File: config.mk
export PLATFORM = sky130hd
export DESIGN_NAME = regf_mem_bridge_flat
export DESIGN_NICKNAME = d
export VERILOG_FILES = /design/src/rtl/regf_mem_bridge_if.sv /design/src/rtl/regf_mem_bridge.sv /design/src/flat_wrapper.sv
export SDC_FILE = /design/constraint.sdc
export NUM_CORES = 1
export LEC_CHECK = 0
export CAP_MARGIN = 20
export CORE_MARGIN = 1
export CORE_UTILIZATION = 44
export CTS_CLUSTER_SIZE = 24
export DETAILED_ROUTE_END_ITERATION = 10
export PLACE_DENSITY = 0.87
export SLEW_MARGIN = 20
export SYNTH_ARGS = -nofsm -noshare
export SYNTH_HDL_FRONTEND = slang
export SYNTH_SLANG_ARGS = --single-unit
File: constraint.sdc
create_clock -name main_clk_i -period 3.2 [get_ports main_clk_i]
set_clock_uncertainty 0.15 [all_clocks]
set_input_delay 0.48 -clock main_clk_i [delete_from_list [all_inputs] [get_ports main_clk_i]]
set_output_delay 0.48 -clock main_clk_i [all_outputs]
set_load 0.03 [all_outputs]
File: src/rtl/regf_mem_bridge_if.sv
// -----------------------------------------------------------------------------
// regf_mem_bridge_if
//
// Bundles the three channels around regf_mem_bridge: the valid/ready request
// channel, the valid/ready response channel and the single-cycle strobe
// channel to the register file.
// Signal suffixes (_i/_o) are named from the bridge's point of view.
//
// Modports:
//   slave  - the bridge itself (takes requests, drives the regf strobe)
//   master - the environment (requester, response consumer, regf instance)
//
// Parameters:
//   AWIDTH - word address width
//   DWIDTH - data width
// -----------------------------------------------------------------------------
interface regf_mem_bridge_if #(
  parameter int AWIDTH = 13,
  parameter int DWIDTH = 32
);

  // Request channel
  logic              req_valid_i;
  logic              req_ready_o;
  logic [AWIDTH-1:0] req_addr_i;
  logic              req_write_i;
  logic [DWIDTH-1:0] req_wdata_i;

  // Response channel
  logic              rsp_valid_o;
  logic              rsp_ready_i;
  logic [DWIDTH-1:0] rsp_rdata_o;
  logic              rsp_err_o;

  // Register-file strobe channel
  logic              mem_ena_o;
  logic [AWIDTH-1:0] mem_addr_o;
  logic              mem_wena_o;
  logic [DWIDTH-1:0] mem_wdata_o;
  logic [DWIDTH-1:0] mem_rdata_i;
  logic              mem_err_i;

  modport slave (
    input  req_valid_i,
    output req_ready_o,
    input  req_addr_i,
    input  req_write_i,
    input  req_wdata_i,
    output rsp_valid_o,
    input  rsp_ready_i,
    output rsp_rdata_o,
    output rsp_err_o,
    output mem_ena_o,
    output mem_addr_o,
    output mem_wena_o,
    output mem_wdata_o,
    input  mem_rdata_i,
    input  mem_err_i
  );

  modport master (
    output req_valid_i,
    input  req_ready_o,
    output req_addr_i,
    output req_write_i,
    output req_wdata_i,
    input  rsp_valid_o,
    output rsp_ready_i,
    input  rsp_rdata_o,
    input  rsp_err_o,
    input  mem_ena_o,
    input  mem_addr_o,
    input  mem_wena_o,
    input  mem_wdata_o,
    output mem_rdata_i,
    output mem_err_i
  );

endinterface

File: src/rtl/regf_mem_bridge.sv
// -----------------------------------------------------------------------------
// regf_mem_bridge
//
// Front-end for the mem_* port of a generated register file. It takes a
// valid/ready request and turns it into the regf single-cycle strobe. It then
// returns the result on a valid/ready response channel. Only one transaction
// is in flight at a time. The requester is back-pressured until the
// response has been consumed.
//
// Transaction flow: IDLE --accept--> ACCESS (one strobe cycle) --> RESP.
// A response handshake in RESP may accept the next request in the same
// cycle. This gives one transaction every two cycles.
//
// Ports:
//   main_clk_i    - clock
//   main_rst_an_i - asynchronous reset, active low
//   soft_rst_i    - synchronous flush, active high; drops the transaction in flight
//   busy_o        - high whenever a transaction is held (state not IDLE)
//   bus           - regf_mem_bridge_if.slave: request, response and regf strobe
//
// Parameters:
//   AWIDTH     - word address width (matches regf mem_addr_i)
//   DWIDTH     - data width (matches regf mem_wdata_i/mem_rdata_o)
//   ADDR_LIMIT - number of valid word addresses (address check only)
//
// Optional feature (compile-time macro REGF_MEM_BRIDGE_ADDR_CHECK_EN):
//   When defined, a held address >= ADDR_LIMIT is not forwarded to the
//   regf. No strobe is issued for it. The response returns err=1 and
//   rdata=0 with unchanged latency. When undefined, every address is
//   forwarded and no comparator exists.
// -----------------------------------------------------------------------------
module regf_mem_bridge #(
  parameter int AWIDTH     = 13,
  parameter int DWIDTH     = 32,
  parameter int ADDR_LIMIT = 2**AWIDTH
) (
  input  logic             main_clk_i,
  input  logic             main_rst_an_i,
  input  logic             soft_rst_i,
  output logic             busy_o,
  regf_mem_bridge_if.slave bus
);

  typedef enum logic [1:0] {
    ST_IDLE   = 2'd0,
    ST_ACCESS = 2'd1,
    ST_RESP   = 2'd2
  } state_e;

  state_e            state_q,     state_d;
  logic [AWIDTH-1:0] addr_q,      addr_d;
  logic              write_q,     write_d;
  logic [DWIDTH-1:0] wdata_q,     wdata_d;
  logic [DWIDTH-1:0] rsp_rdata_q, rsp_rdata_d;
  logic              rsp_err_q,   rsp_err_d;

  logic              req_ready_s;
  logic              req_fire_s;
  logic              addr_bad_s;
  logic              access_s;
  logic              cap_err_s;
  logic [DWIDTH-1:0] cap_rdata_s;

`ifdef REGF_MEM_BRIDGE_ADDR_CHECK_EN
  // One extra bit so that the default limit of 2**AWIDTH is representable.
  localparam logic [AWIDTH:0] ADDR_LIMIT_W = (AWIDTH+1)'(ADDR_LIMIT);

  assign addr_bad_s = ({1'b0, addr_q} >= ADDR_LIMIT_W);
`else
  // The limit is only meaningful with the address check built in.
  logic unused_addr_limit_s;

  assign unused_addr_limit_s = (ADDR_LIMIT > 32'sd0);
  assign addr_bad_s          = 1'b0;
`endif

  // A request may be taken when nothing is held, or when the held response
  // is being consumed in this very cycle. A flush blocks acceptance.
  assign req_ready_s = ~soft_rst_i &
                       ((state_q == ST_IDLE) |
                        ((state_q == ST_RESP) & bus.rsp_ready_i));
  assign req_fire_s  = req_ready_s & bus.req_valid_i;

  // The strobe is gated combinationally by a flush and by a rejected address.
  // An async reset forces state_q to IDLE, so no strobe is glitched out.
  assign access_s = (state_q == ST_ACCESS) & ~soft_rst_i & ~addr_bad_s;

  // Values sampled from the regf in the strobe cycle. Writes and errors
  // return zero data.
  assign cap_err_s   = bus.mem_err_i | addr_bad_s;
  assign cap_rdata_s = (write_q | cap_err_s) ? {DWIDTH{1'b0}} : bus.mem_rdata_i;

  // Next-state, holding-register and response-register logic
  always_comb begin
    state_d     = state_q;
    addr_d      = addr_q;
    write_d     = write_q;
    wdata_d     = wdata_q;
    rsp_rdata_d = rsp_rdata_q;
    rsp_err_d   = rsp_err_q;

    if (soft_rst_i) begin
      state_d     = ST_IDLE;
      addr_d      = {AWIDTH{1'b0}};
      write_d     = 1'b0;
      wdata_d     = {DWIDTH{1'b0}};
      rsp_rdata_d = {DWIDTH{1'b0}};
      rsp_err_d   = 1'b0;
    end else begin
      if (req_fire_s) begin
        addr_d  = bus.req_addr_i;
        write_d = bus.req_write_i;
        wdata_d = bus.req_wdata_i;
      end else begin
        addr_d  = addr_q;
        write_d = write_q;
        wdata_d = wdata_q;
      end

      case (state_q)
        ST_IDLE: begin
          if (req_fire_s) begin
            state_d = ST_ACCESS;
          end else begin
            state_d = ST_IDLE;
          end
        end

        ST_ACCESS: begin
          rsp_err_d   = cap_err_s;
          rsp_rdata_d = cap_rdata_s;
          state_d     = ST_RESP;
        end

        ST_RESP: begin
          // The response stays valid and stable until it is consumed.
          if (bus.rsp_ready_i) begin
            if (req_fire_s) begin
              state_d = ST_ACCESS;
            end else begin
              state_d = ST_IDLE;
            end
          end else begin
            state_d = ST_RESP;
          end
        end

        default: begin
          state_d = ST_IDLE;
        end
      endcase
    end
  end

  // State, holding and response registers
  always_ff @(posedge main_clk_i or negedge main_rst_an_i) begin
    if (!main_rst_an_i) begin
      state_q     <= ST_IDLE;
      addr_q      <= {AWIDTH{1'b0}};
      write_q     <= 1'b0;
      wdata_q     <= {DWIDTH{1'b0}};
      rsp_rdata_q <= {DWIDTH{1'b0}};
      rsp_err_q   <= 1'b0;
    end else begin
      state_q     <= state_d;
      addr_q      <= addr_d;
      write_q     <= write_d;
      wdata_q     <= wdata_d;
      rsp_rdata_q <= rsp_rdata_d;
      rsp_err_q   <= rsp_err_d;
    end
  end

  assign bus.req_ready_o = req_ready_s;
  assign bus.rsp_valid_o = (state_q == ST_RESP);
  assign bus.rsp_rdata_o = rsp_rdata_q;
  assign bus.rsp_err_o   = rsp_err_q;

  // Every strobe-channel output is zero outside an active strobe cycle.
  assign bus.mem_ena_o   = access_s;
  assign bus.mem_wena_o  = access_s & write_q;
  assign bus.mem_addr_o  = access_s ? addr_q  : {AWIDTH{1'b0}};
  assign bus.mem_wdata_o = access_s ? wdata_q : {DWIDTH{1'b0}};

  assign busy_o = (state_q != ST_IDLE);

endmodule
File: src/flat_wrapper.sv
// flat-port wrapper written by rule: the top's interface ports become plain ports
module regf_mem_bridge_flat 
#(
  parameter int AWIDTH     = 13,
  parameter int DWIDTH     = 32,
  parameter int ADDR_LIMIT = 2**AWIDTH
)
  (main_clk_i, main_rst_an_i, soft_rst_i, busy_o, bus_req_valid_i, bus_req_ready_o, bus_req_addr_i, bus_req_write_i, bus_req_wdata_i, bus_rsp_valid_o, bus_rsp_ready_i, bus_rsp_rdata_o, bus_rsp_err_o, bus_mem_ena_o, bus_mem_addr_o, bus_mem_wena_o, bus_mem_wdata_o, bus_mem_rdata_i, bus_mem_err_i);
  regf_mem_bridge_if #(.AWIDTH(AWIDTH), .DWIDTH(DWIDTH)) bus_i ();
  input  logic main_clk_i;
  input  logic main_rst_an_i;
  input  logic soft_rst_i;
  output logic busy_o;
  input wire logic [$bits(bus_i.req_valid_i)-1:0] bus_req_valid_i;
  output wire logic [$bits(bus_i.req_ready_o)-1:0] bus_req_ready_o;
  input wire logic [$bits(bus_i.req_addr_i)-1:0] bus_req_addr_i;
  input wire logic [$bits(bus_i.req_write_i)-1:0] bus_req_write_i;
  input wire logic [$bits(bus_i.req_wdata_i)-1:0] bus_req_wdata_i;
  output wire logic [$bits(bus_i.rsp_valid_o)-1:0] bus_rsp_valid_o;
  input wire logic [$bits(bus_i.rsp_ready_i)-1:0] bus_rsp_ready_i;
  output wire logic [$bits(bus_i.rsp_rdata_o)-1:0] bus_rsp_rdata_o;
  output wire logic [$bits(bus_i.rsp_err_o)-1:0] bus_rsp_err_o;
  output wire logic [$bits(bus_i.mem_ena_o)-1:0] bus_mem_ena_o;
  output wire logic [$bits(bus_i.mem_addr_o)-1:0] bus_mem_addr_o;
  output wire logic [$bits(bus_i.mem_wena_o)-1:0] bus_mem_wena_o;
  output wire logic [$bits(bus_i.mem_wdata_o)-1:0] bus_mem_wdata_o;
  input wire logic [$bits(bus_i.mem_rdata_i)-1:0] bus_mem_rdata_i;
  input wire logic [$bits(bus_i.mem_err_i)-1:0] bus_mem_err_i;
  assign bus_i.req_valid_i = bus_req_valid_i;
  assign bus_req_ready_o = bus_i.req_ready_o;
  assign bus_i.req_addr_i = bus_req_addr_i;
  assign bus_i.req_write_i = bus_req_write_i;
  assign bus_i.req_wdata_i = bus_req_wdata_i;
  assign bus_rsp_valid_o = bus_i.rsp_valid_o;
  assign bus_i.rsp_ready_i = bus_rsp_ready_i;
  assign bus_rsp_rdata_o = bus_i.rsp_rdata_o;
  assign bus_rsp_err_o = bus_i.rsp_err_o;
  assign bus_mem_ena_o = bus_i.mem_ena_o;
  assign bus_mem_addr_o = bus_i.mem_addr_o;
  assign bus_mem_wena_o = bus_i.mem_wena_o;
  assign bus_mem_wdata_o = bus_i.mem_wdata_o;
  assign bus_i.mem_rdata_i = bus_mem_rdata_i;
  assign bus_i.mem_err_i = bus_mem_err_i;
  regf_mem_bridge #(.AWIDTH(AWIDTH), .DWIDTH(DWIDTH), .ADDR_LIMIT(ADDR_LIMIT)) u_core (.main_clk_i(main_clk_i), .main_rst_an_i(main_rst_an_i), .soft_rst_i(soft_rst_i), .busy_o(busy_o), .bus(bus_i));
endmodule
Word-level counts from Yosys, hierarchy flattened
Cells that the tools add are included.
- equal/unequal tests: 2
- multiplexer cells: 17
- bitwise operators: 8
- reductions and logical operators: 4
- operators by type and width (kind ; number):
    two-way mux 32 bit ; 6
    two-way mux 13 bit ; 3
    case mux 2 bit (3 select lines) ; 1
    nonzero test 2 bit ; 3
    AND 1 bit ; 5
    two-way mux 1 bit ; 5
    two-way mux 2 bit ; 2
    equality test 2 x 1 -> 1 bit (second input constant) ; 1
    equality test 2 bit (second input constant) ; 1
    logical NOT 2 bit ; 1
    OR 1 bit ; 2
    inverter 1 bit ; 1
- register bits: 81
- word-level logic and storage cells: 37

Depth between registers and ports, before layout
- word-level depth: 9
- mapped depth: 5

Worst setup path before layout
OpenSTA, ideal clock, no wires.
- path type: input -> output
- start point: input port soft_rst_i
- end point: output port bus_mem_addr_o[10]
- arrival: 1553 ps
- required time: 2570 ps
- path slack: 1017 ps
- stages on the path: 4
- path through: buf_6 nor2_1 clkbuf_1 and2_1
- word-level cells in the longest chain between the ends: 3
- RTL lines (element ; RTL line ; text):
    start: declaration ; flat_wrapper.sv:12 ; input logic soft_rst_i;
    inverter 1 bit ; regf_mem_bridge.sv:86 ; assign access_s = (state_q == ST_ACCESS) & ~soft_rst_i & ~addr_bad_s;
    AND 1 bit ; regf_mem_bridge.sv:86 ;
    net bus_mem_ena_o ; flat_wrapper.sv:23 ; output wire logic [$bits(bus_i.mem_ena_o)-1:0] bus_mem_ena_o;
    two-way mux 13 bit ; regf_mem_bridge.sv:182 ; assign bus.mem_addr_o = access_s ? addr_q : {AWIDTH{1'b0}};
    end: declaration ; flat_wrapper.sv:24 ; output wire logic [$bits(bus_i.mem_addr_o)-1:0] bus_mem_addr_o;
The timed path passes the listed nets, and every way through them passes these cells.

Worst setup path after layout
- start point: input port soft_rst_i
- end point: output port bus_mem_wdata_o[0]
- word-level cells in the longest chain between the ends: 3
- RTL lines (element ; RTL line ; text):
    inverter 1 bit ; regf_mem_bridge.sv:86 ;
    AND 1 bit ; regf_mem_bridge.sv:86 ;
    two-way mux 32 bit ; regf_mem_bridge.sv:183 ; assign bus.mem_wdata_o = access_s ? wdata_q : {DWIDTH{1'b0}};
    end: declaration ; flat_wrapper.sv:26 ; output wire logic [$bits(bus_i.mem_wdata_o)-1:0] bus_mem_wdata_o;
No other way between the ends.

==> run_results.csv <==
group,metric,value,unit
logic_synthesis,synth.yosys.warnings,0,
routing,top_layer_used,"met4",
floorplan,fp-row-count,31,
critical_path,reg2reg_to,"u_core.wdata_q[15]",
timing,fmax,356,MHz
hold_path,worstHoldStart,"u_core.wdata_q[14]",
clocking,cts_max_path_buffers,2,
clocking,clk_latency,340,ps
grt,grt_use_total,22.5,%
grt,grt_pass1_wl,14600,um
timing,timing.hold.ws,344,ps
clocking,cts_tree,"yes",
layout,final_util,71.0,%
logic_synthesis,synthesis.area,0.00343,mm2
timing,rsz0062_at_grt,"false",
power,power.total,2.28,mW
routing,drtIter0Drc,108,
timing,drv_slew,0,
routing,dr_wl_met3,433,um
grt,grt_pass1_vias,2921,
routing,via_count,2794,
floorplan,die_area,0.00815,mm2
layout,fin_nets,512,
logic_synthesis,synth-seq-cells,81,
timing,hold_viol_final,0,
routing,ant_nets,0,
layout,multi_input_area,0.00124,mm2
routing,drt_pass1_iterations,4,
critical_path,critPathLaunchType,"primary input",
critical_path,r2r_cells,3,
timing,final.period_utilization,87.9,%
status,status,"finished, final reports clean",
clocking,postCtsResizedCells,0,
critical_path,reg2reg_from,"u_core.state_q[0]",
power,power.density,434,mW/mm2
power,max-vdd-ir-drop,0.000238,V
hold_path,worstHoldPathType,"flop to flop",
critical_path,cp.required,2570,ps
clocking,cts.reportedPaths.clkPinSlew,80,ps
placed_design,placed_cell_area,0.00499,mm2
grt,grt_overflow,0,
layout,drive_above_1_share,20.8,%
critical_path,timing.critical_path.fanout_max,37,
logic_synthesis,synthesis.nets,352,
flow_run,drv_cap,0,
timing,final-setup-viol-count,0,
floorplan,io_pins,167,
clocking,cts.hold.buffers_added,0,
logic_synthesis,synth_cell_types,20,
timing,fin_crit,2810,ps
critical_path,crit_slowest_cell,"clkdlybuf4s50_1",
power,p_leak,2.45,nW
routing,wl_per_cell,16.9,um
critical_path,crit_chain,"clkdlybuf4s50_1 > nor2_2 > buf_12 > and2_1 > buf_4",
floorplan,dieWidth,90.3,um
hold_path,min_path_cells,1,
logic_synthesis,yosysSeqAreaShare,59.1,%
routing,post_drt_via_cell_ratio,5.25,
clocking,htreeDepth,3,
critical_path,worstSetupPathType,"primary input to output port",
clocking,clock-sinks,81,
layout,seqCellArea,0.00203,mm2
critical_path,r2r_slack,1330,ps
layout,stdcell_area,0.00526,mm2
routing,dr_wl_met2,4560,um
critical_path,critPathMaxStageDelay,620,ps
critical_path,endpoint_kind,"output port",
timing,max_slew_margin,38.1,%
routing,route.detailed.drc,0,
placed_design,port_buffers,166,
layout,synthToLayoutAreaGrowth,53.4,%
floorplan,die_y,90.3,um
floorplan,initial_core_util,46.3,%
logic_synthesis,synth_cells,268,
grt,grt_max_degree,82,
layout,fillCellCount,528,
placed_design,gp_congestion,0.744,
timing,fin_setup_tns,0,ps
hold_path,hold-path-endpoint,"u_core.wdata_q[14]",
timing,worst_pin_slew,927,ps
clocking,cts_root_buf,"clkbuf_8",
floorplan,core,0.00741,mm2
routing,drt-total-wl,9010,um
clocking,cts_buffers,9,
clocking,cts_setup_buffers,0,
grt,antenna_found_initial,0,
critical_path,cp.arrival,2180,ps
routing,wl_met1,3780,um
layout,diodes,0,
logic_synthesis,avgSynthCellArea,12.8,um2
placed_design,dp_hpwl,6100,um
## area by class of cell
type                    instances  share of cell area [%]
flip-flops and latches         81                    38.5
well taps                      99                    2.35
clock inverters                 6                    1.74
clock buffers                  10                    2.62
multi-input cells             161                    23.5
repair buffers                175                    31.3
## stage by stage
| stage | std cells | setup WS (ps) |
|---|---|---|
| after floorplan | 268 | 1020 |
| after global placement | 514 | 419 |
| after detailed placement | 514 | 396 |
| after CTS | 530 | 391 |
| after global routing | 532 | 293 |
| final | 532 | 387 |
## state kept, by name, summed over array words and instances (netlist names)
name	flops
u_core.bus.rsp_rdata_o	32
u_core.wdata_q	32
u_core.addr_q	13
u_core.state_q	2
u_core.bus.rsp_err_o	1
u_core.write_q	1
## where the power goes
| part | total (mW) | switching, mW | internal (mW) |
|---|---|---|---|
| combinational | 0.347 | 0.163 | 0.184 |
| clock | 0.837 | 0.374 | 0.463 |
| sequential | 1.10 | 0.0272 | 1.07 |
| total | 2.28 | 0.564 | 1.72 |
## cells by family after synthesis
logic type,Yosys count,share of synthesized area (%)
buf+inv,26,5.00
compound gates,92,22.8
flops,81,59.1
simple gates,69,13.1
## cells in the final DEF (no fill, tap or decap), drive strengths merged
cell type      instances
a21bo                 11
nor4                   1
nand2b                 3
nor4b                  1
clkdlybuf4s50        118
or2                    1
clkbuf                10
nand3                 11
clkinv                 4
nor3                   1
bufinv                 2
buf                   56
nor2b                  4
a21oi                 13
nor2                   1
and2                  46
dlygate4sd3            1
a22o                  68
dfrtp                 81
## metal layers
layer	track usage [%]	vias up
met3	3.96	19
met4	9.68	0
met5	0	-
met1	28.9	1396
met2	37.6	98
li1	-	1281
## synthesized netlist by cell type, drive strengths merged
master	number	share of area, %
a21bo	11	3.2
nor2b	4	0.73
a21oi	13	2.2
nor4b	1	0.69
nand3	11	1.6
dfrtp	81	59
a22o	68	17
nand2b	3	0.62
nor3	1	0.15
buf	20	4.3
or2	1	0.18
nor2	1	0.11
clkbuf	6	0.73
nor4	1	0.62
and2	46	8.4
## worst max-delay path: cells and delay by family
| kind | cells | cell delay (ps) |
|---|---|---|
| AND/OR/NAND/NOR | 2 | 660 |
| buffers and inverters | 3 | 1030 |
## worst max-delay path by stage
stage	from	endpoint	slack, ps	depth (start not counted)
floorplan	soft_rst_i	bus_mem_addr_o[10]	1020	4
global placement	soft_rst_i	bus_mem_wdata_o[14]	420	5
detailed placement	soft_rst_i	bus_mem_addr_o[2]	400	5
CTS	soft_rst_i	bus_mem_wdata_o[0]	390	5
global route	soft_rst_i	bus_mem_wdata_o[14]	290	5
finish	soft_rst_i	bus_mem_wdata_o[0]	390	5
Note: power is estimated with default switching activity, not from simulation.
